`src/rtl/alu_operand_stage.sv`:
```
// Operand stage: forwards EX/WB results onto register sources, selects A/B,
// and holds them in a single valid/ready output register with a stall counter.
module alu_fwd_resolve #(
    parameter int WIDTH  = 32,
    parameter int REG_AW = 5
) (
    input  logic [REG_AW-1:0] addr,
    input  logic [WIDTH-1:0]  reg_val,
    input  logic              ex_we,
    input  logic [REG_AW-1:0] ex_addr,
    input  logic [WIDTH-1:0]  ex_data,
    input  logic              wb_we,
    input  logic [REG_AW-1:0] wb_addr,
    input  logic [WIDTH-1:0]  wb_data,
    output logic [WIDTH-1:0]  val
);
    logic ex_hit, wb_hit;

    // r0 is hard-wired zero, so a write to it must never be forwarded
    assign ex_hit = ex_we && (ex_addr != '0) && (ex_addr == addr);
    assign wb_hit = wb_we && (wb_addr != '0) && (wb_addr == addr);
    assign val    = ex_hit ? ex_data : (wb_hit ? wb_data : reg_val);
endmodule

module alu_operand_stage #(
    parameter int WIDTH   = 32,
    parameter int IMM_W   = 16,
    parameter int SHAMT_W = 5,
    parameter int REG_AW  = 5,
    parameter int CNT_W   = 16
) (
    input  logic               clk,
    input  logic               rst,
    input  logic               in_valid,
    output logic               in_ready,
    input  logic [2:0]         srcA_sel,
    input  logic [2:0]         srcB_sel,
    input  logic [REG_AW-1:0]  rs,
    input  logic [REG_AW-1:0]  rt,
    input  logic [WIDTH-1:0]   reg_out1,
    input  logic [WIDTH-1:0]   reg_out2,
    input  logic [WIDTH-1:0]   pc,
    input  logic [IMM_W-1:0]   imm,
    input  logic [SHAMT_W-1:0] shamt,
    input  logic               fwd_ex_we,
    input  logic               fwd_wb_we,
    input  logic [REG_AW-1:0]  fwd_ex_addr,
    input  logic [REG_AW-1:0]  fwd_wb_addr,
    input  logic [WIDTH-1:0]   fwd_ex_data,
    input  logic [WIDTH-1:0]   fwd_wb_data,
    input  logic               flush,
    output logic [WIDTH-1:0]   A,
    output logic [WIDTH-1:0]   B,
    output logic               out_valid,
    input  logic               out_ready,
    output logic [CNT_W-1:0]   stall_cnt
);
    localparam int NUM_SRC = 2;

    typedef struct packed {
        logic [WIDTH-1:0] a;
        logic [WIDTH-1:0] b;
    } opnd_t;

    logic [NUM_SRC-1:0][REG_AW-1:0] src_addr;
    logic [NUM_SRC-1:0][WIDTH-1:0]  src_reg;
    logic [NUM_SRC-1:0][WIDTH-1:0]  src_res;
    opnd_t                          nxt;
    logic                           capture;

    assign src_addr = {rt, rs};
    assign src_reg  = {reg_out2, reg_out1};

    for (genvar g = 0; g < NUM_SRC; g++) begin : g_fwd
        alu_fwd_resolve #(.WIDTH(WIDTH), .REG_AW(REG_AW)) u_fwd (
            .addr    (src_addr[g]),
            .reg_val (src_reg[g]),
            .ex_we   (fwd_ex_we),
            .ex_addr (fwd_ex_addr),
            .ex_data (fwd_ex_data),
            .wb_we   (fwd_wb_we),
            .wb_addr (fwd_wb_addr),
            .wb_data (fwd_wb_data),
            .val     (src_res[g])
        );
    end

    always_comb begin
        nxt = '0;
        case (srcA_sel)
            3'd0:    nxt.a = src_res[0];
            3'd1:    nxt.a = WIDTH'(shamt);
            3'd2:    nxt.a = pc;
            default: nxt.a = '0;
        endcase
        // casts/shift keep these legal when IMM_W == WIDTH
        case (srcB_sel)
            3'd0:    nxt.b = src_res[1];
            3'd1:    nxt.b = WIDTH'($signed(imm));
            3'd2:    nxt.b = WIDTH'(imm);
            3'd3:    nxt.b = WIDTH'(imm) << (WIDTH - IMM_W);
            3'd4:    nxt.b = WIDTH'(4);
            default: nxt.b = '0;
        endcase
    end

    assign in_ready = !out_valid || out_ready;
    assign capture  = in_valid && in_ready && !flush;

    always_ff @(posedge clk or posedge rst) begin
        if (rst) begin
            A         <= '0;
            B         <= '0;
            out_valid <= 1'b0;
            stall_cnt <= '0;
        end else begin
            if (capture) begin
                A <= nxt.a;
                B <= nxt.b;
            end
            if (flush)
                out_valid <= 1'b0;
            else if (capture)
                out_valid <= 1'b1;
            else if (out_ready)
                out_valid <= 1'b0;
            if (out_valid && !out_ready && (stall_cnt != '1))
                stall_cnt <= stall_cnt + 1'b1;
        end
    end
endmodule

```
`config.mk`:
```
export PLATFORM = sky130hd
export DESIGN_NAME = alu_operand_stage
export DESIGN_NICKNAME = d
export VERILOG_FILES = /design/src/rtl/alu_operand_stage.sv
export SDC_FILE = /design/constraint.sdc
export NUM_CORES = 1
export LEC_CHECK = 0
export BUFFER_PORTS_ARGS = -buffer_cell sky130_fd_sc_hd__buf_2
export CAP_MARGIN = 40
export CORE_MARGIN = 1.5
export CORE_UTILIZATION = 53
export CTS_BUF_LIST = sky130_fd_sc_hd__clkbuf_8
export DETAILED_ROUTE_END_ITERATION = 10
export GPL_TIMING_DRIVEN = 0
export MAX_ROUTING_LAYER = met4
export PLACE_DENSITY_LB_ADDON = 0.12
export SETUP_SLACK_MARGIN = 0.4
export SLEW_MARGIN = 5
export SYNTH_ARGS = -nofsm -noshare
export SYNTH_HDL_FRONTEND = slang
export SYNTH_HIERARCHICAL = 1
export SYNTH_SLANG_ARGS = --single-unit
```
`constraint.sdc`:
```
create_clock -name clk -period 6.7 [get_ports clk]
set_clock_uncertainty 0.2 [all_clocks]
set_input_delay 0.67 -clock clk [delete_from_list [all_inputs] [get_ports clk]]
set_output_delay 0.67 -clock clk [all_outputs]
set_load 0.01 [all_outputs]
```
==> reports/metrics.sh <==
NUMBER_OF_ANTENNA_VIOLATIONS_AT_THE_FIRST_CHECK_IN_GLOBAL_ROUTING=8
FINALCRITICALPERIOD_NS=3.01
FIRST_ITER_VIOLATIONS=1014
CLOCK_INSERTION_DELAY_AT_THE_LATER_PIN_OF_THE_SKEW_REPORT_NS=0.38
CRIT_PATH_MAX_INCR_DELAY_NS=0.42
CP-END-KIND='flip-flop'
TIMING.CRITICAL_PATH.ARRIVAL_NS=3.08
CRIT_PATH_START_KIND='input port'
UNREPAIRED_SETUP_ENDPOINTS_AFTER_GLOBAL_ROUTING='false'
TIMING.CRITICAL_PATH.MODE_CELL='sky130_fd_sc_hd__a31oi_1'
FILLER_INSTANCES=1072
HIGHEST_COUNT_CELLS_IN_THE_LAYOUT_IGNORING_FILL_AND_TAPS='sky130_fd_sc_hd__buf_2, sky130_fd_sc_hd__dfrtp_1, sky130_fd_sc_hd__a31oi_1, sky130_fd_sc_hd__o31ai_1, sky130_fd_sc_hd__nand2_1'
WORST_HOLD_STARTPOINT='flush'
SYNTHESIS.AREA_UM2=6510
HOLD_PATH.CLASS='input port to flip-flop'
FP-ROW-COUNT=40
MIN_DELAY_PATH_DEPTH=2
PATH_DELAY_FAMILY='compound AO/OA/AOI/OAI gates'
REG2REG_SLACK_NS=4.82
CHAIN_OF_CELLS_FORMING_THE_CRITICAL_PATH='buf_2 > or2_2 > o21ai_1 > clkbuf_1 > nand4_1 > a31oi_1 > nand2b_1 > a21oi_1 > a31oi_1 > o31ai_1'
SYNTHCELLS=802
PROPORTION_OF_REGISTER_BITS_WITH_ASYNCHRONOUS_SET_OR_RESET_AFTER_SYNTHESIS_PCT=100
AVERAGE_INSTANCE_AREA_AFTER_SYNTHESIS_UM2=8.12
GRT_MAX_DEGREE=72
GRT_UTIL_ALL_LAYERS_PCT=40.6
DRT.ANTENNA.VIOLATING_NETS=0
FIN_CRIT_SH_PCT=44.9
MAPPEDNETLISTNETS=1017
DIE-HEIGHT_UM=114
WORSTREGTOREGCELLS=5
BUFFER_PORTS.INSERTED=292
FLOORPLAN.IO_PINS=296
CTSROOTBUFFERMASTER='sky130_fd_sc_hd__clkbuf_8'
CLOCK_PATH_BUFFERS=2
CRIT_FANOUT=10
WORSTPATHBUFFERINVERTERCOUNT=2
CLOCK_SINK_COUNT=81
SETUP-TNS-FINAL_NS=0
FP.COREAREA_UM2=12000
MOST_COMMON_LIBRARY_CELL_IN_THE_LAYOUT_IGNORING_FILL_AND_TAPS='sky130_fd_sc_hd__buf_2'
CTS_INSERTED_BUFFERS=9
INITIAL_CORE_UTIL_PCT=54.2
GP_CONGESTION=1.04
CTS_TREE='done'
SYNTH_FLOP_CELL='sky130_fd_sc_hd__dfrtp_1'
POST-CTS-SETUP-BUFFER-COUNT=0
MAXCLOCKFREQUENCY_MHz=332
REG2REG_TO='stall_cnt[1]'
CHIPWIDTH_UM=114
P_TOTAL_mW=1.40
SYNTH.FF_LATCH_COUNT=81
PLACE_AREA_UM2=8190
PLACED_CELLS_INCL_TAPS=1242
REPORT.FINAL.SETUP_VIOL=0
WORST_EP_REQUIRED_TIME_NS=6.77
DESIGN_AREA_UM2=8400
DETAIL_ROUTE.VIAS_PER_CELL=6.48
FIN_WORST_HOLD_SLACK_NS=0.253
POWER_DENSITY_nW_PER_UM2=167
YS_TYPES=53
DRT-PASS1-ITER-COUNT=6
LEAKAGEPOWER_nW=3.69
SLEW_VIOL_FINAL=0
TIMING.RR.START='stall_cnt[0]'
MAX-SLEW-MARGIN-REL_PCT=67.5
STATUS='complete, no violations'
SYNTH_EDF_COUNT=0
CLOCK_TREE.HTREE_LEVEL_COUNT=3
SYNTH_SEQUENTIAL_AREA_RATIO_PCT=31.1
MIN_TO='out_valid'
POWER.IR.VDD_WORST_V=0.000119
TIMING.FINAL.HOLD_VIOLATIONS=0
LAYOUT-DRIVE-GT1-SHARE_PCT=32.3
GLOBAL_ROUTE.OVERFLOW_TOTAL=0
AREA.GROWTH.SYNTH_TO_FINAL_PCT=29.1
INSTANCES_NO_FILL=1268
GRT_PASS1_WL_UM=39000
WORST-SETUP-PATH-TYPE='input port to flip-flop'
DRC_ERRORS=0
POST-DP-HPWL_UM=21200
WORSTMARGINPINSLEW_NS=0.484
DIE_AREA_UM2=13000
WIRELENGTH_ROUTED_UM=26400
YOSYS_WARNINGS=6
WIRE_PER_INST_UM=20.8
CLK_TRANSITION_REPORTED_PATHS_NS=0.08
CRITPATHSLOWESTCELL='sky130_fd_sc_hd__clkbuf_1'
VIA_COUNT=8213
FINISH.NET_COUNT=1322
GRT_PASS1_VIAS=7518
MAXCAPVIOLCOUNT=0
## power by group
part / internal, mW / switching, mW / total (mW) / leakage [nW]
combinational: 0.186 / 0.298 / 0.484 / 2.50
sequential: 0.535 / 0.0411 / 0.576 / 1.10
clock: 0.148 / 0.195 / 0.343 / 0.0937
## what timing repair did
action,in CTS,in global routing
gates resized for setup,0,0
hold buffers,1,0
endpoints found under the hold margin,10,0
## layout make-up
cell class	count	area, um^2	share of cell area [%]
multi-input combinational	618	4020	47.8
clock inverter	6	47.5	0.566
clock buffer	10	138	1.64
sequential	81	2030	24.1
timing repair buffer	294	1500	17.8
tap	147	184	2.19
antenna	9	22.5	0.268
inverter	2	10.0	0.119
buffer	101	457	5.43
## flip-flops by register name (all words and copies together), names as in the netlist
| name | count |
|---|---|
| A | 32 |
| B | 32 |
| stall_cnt | 16 |
| out_valid | 1 |
## through the flow
stage,worst slack (ns),util [%]
after CTS,3.89,69.8
after detailed placement,3.50,68.2
final,3.69,70.0
after global placement,2.97,67.9
after global routing,3.67,69.9
after floorplan,3.75,-
## per-layer routing
| layer | vias up | global-route usage, % | wire length, um |
|---|---|---|---|
| li1 | 3794 | - | - |
| met5 | - | - | 0 |
| met1 | 3774 | 48.3 | 10200 |
| met2 | 530 | 64.5 | 12200 |
| met3 | 115 | 10.2 | 2660 |
| met4 | 0 | 19.6 | 1300 |
## worst max path at each step
| stage | startpoint | endpoint | slack [ns] | cells after the start |
|---|---|---|---|---|
| 6_report | fwd_wb_addr[4] | B[28] | 3.69 | 10 |
| 5_1_grt | fwd_wb_addr[4] | B[23] | 3.67 | 10 |
| 4_1_cts | fwd_wb_addr[4] | B[23] | 3.89 | 10 |
| 3_5_place_dp | fwd_wb_addr[4] | B[23] | 3.50 | 10 |
| 3_3_place_gp | rst | A[23] | 2.97 | 2 |
| 2_1_floorplan | rst | A[0] | 3.75 | 1 |
## worst reg2reg max path, cell delays in order (launching register included)
cell,delay (ns)
sky130_fd_sc_hd__dfrtp_1,0.41
sky130_fd_sc_hd__ha_1,0.25
sky130_fd_sc_hd__nand4_1,0.18
sky130_fd_sc_hd__nor4_4,0.33
sky130_fd_sc_hd__nor2_2,0.10
sky130_fd_sc_hd__mux2_4,0.31
## cell families (layout without fill, tap and decap cells)
group | Yosys count | count (layout) | share of synthesized area (%)
AOI/OAI and AO/OA | 287 | 287 | 29.3
and+or+nand+nor | 279 | 279 | 24.8
adders and majority gates | 1 | 1 | 0.192
other | 0 | 9 | 0
DFF | 81 | 81 | 31.1
muxes | 22 | 22 | 3.48
buffers and inverters | 103 | 413 | 7.13
xor gates and xnor gates | 29 | 29 | 3.90
## synthesized netlist by cell type, types with 3 or more instances
library cell	count	share of area, %
sky130_fd_sc_hd__nor4_1	66	6.3
sky130_fd_sc_hd__a22oi_1	27	3.1
sky130_fd_sc_hd__and3_1	5	0.48
sky130_fd_sc_hd__o31ai_1	79	9.1
sky130_fd_sc_hd__and2_1	4	0.38
sky130_fd_sc_hd__nand2b_1	16	1.5
sky130_fd_sc_hd__buf_6	3	0.52
sky130_fd_sc_hd__a31oi_1	79	7.6
sky130_fd_sc_hd__nand3_1	9	0.69
sky130_fd_sc_hd__buf_2	20	1.5
sky130_fd_sc_hd__a21oi_1	25	1.9
sky130_fd_sc_hd__xor2_1	9	1.2
sky130_fd_sc_hd__o21ai_1	32	2.5
sky130_fd_sc_hd__buf_1	13	0.75
sky130_fd_sc_hd__a41oi_1	3	0.40
sky130_fd_sc_hd__buf_4	8	0.92
sky130_fd_sc_hd__nor2_1	11	0.63
sky130_fd_sc_hd__nand2_1	73	4.2
sky130_fd_sc_hd__xnor2_1	20	2.7
sky130_fd_sc_hd__dfrtp_1	81	31
sky130_fd_sc_hd__mux2i_1	20	3.1
sky130_fd_sc_hd__a22o_1	16	2.2
sky130_fd_sc_hd__clkbuf_1	57	3.3
sky130_fd_sc_hd__o21ai_0	18	1.4
sky130_fd_sc_hd__nand4_1	70	6.7
Power figures use the tool's default switching activity.
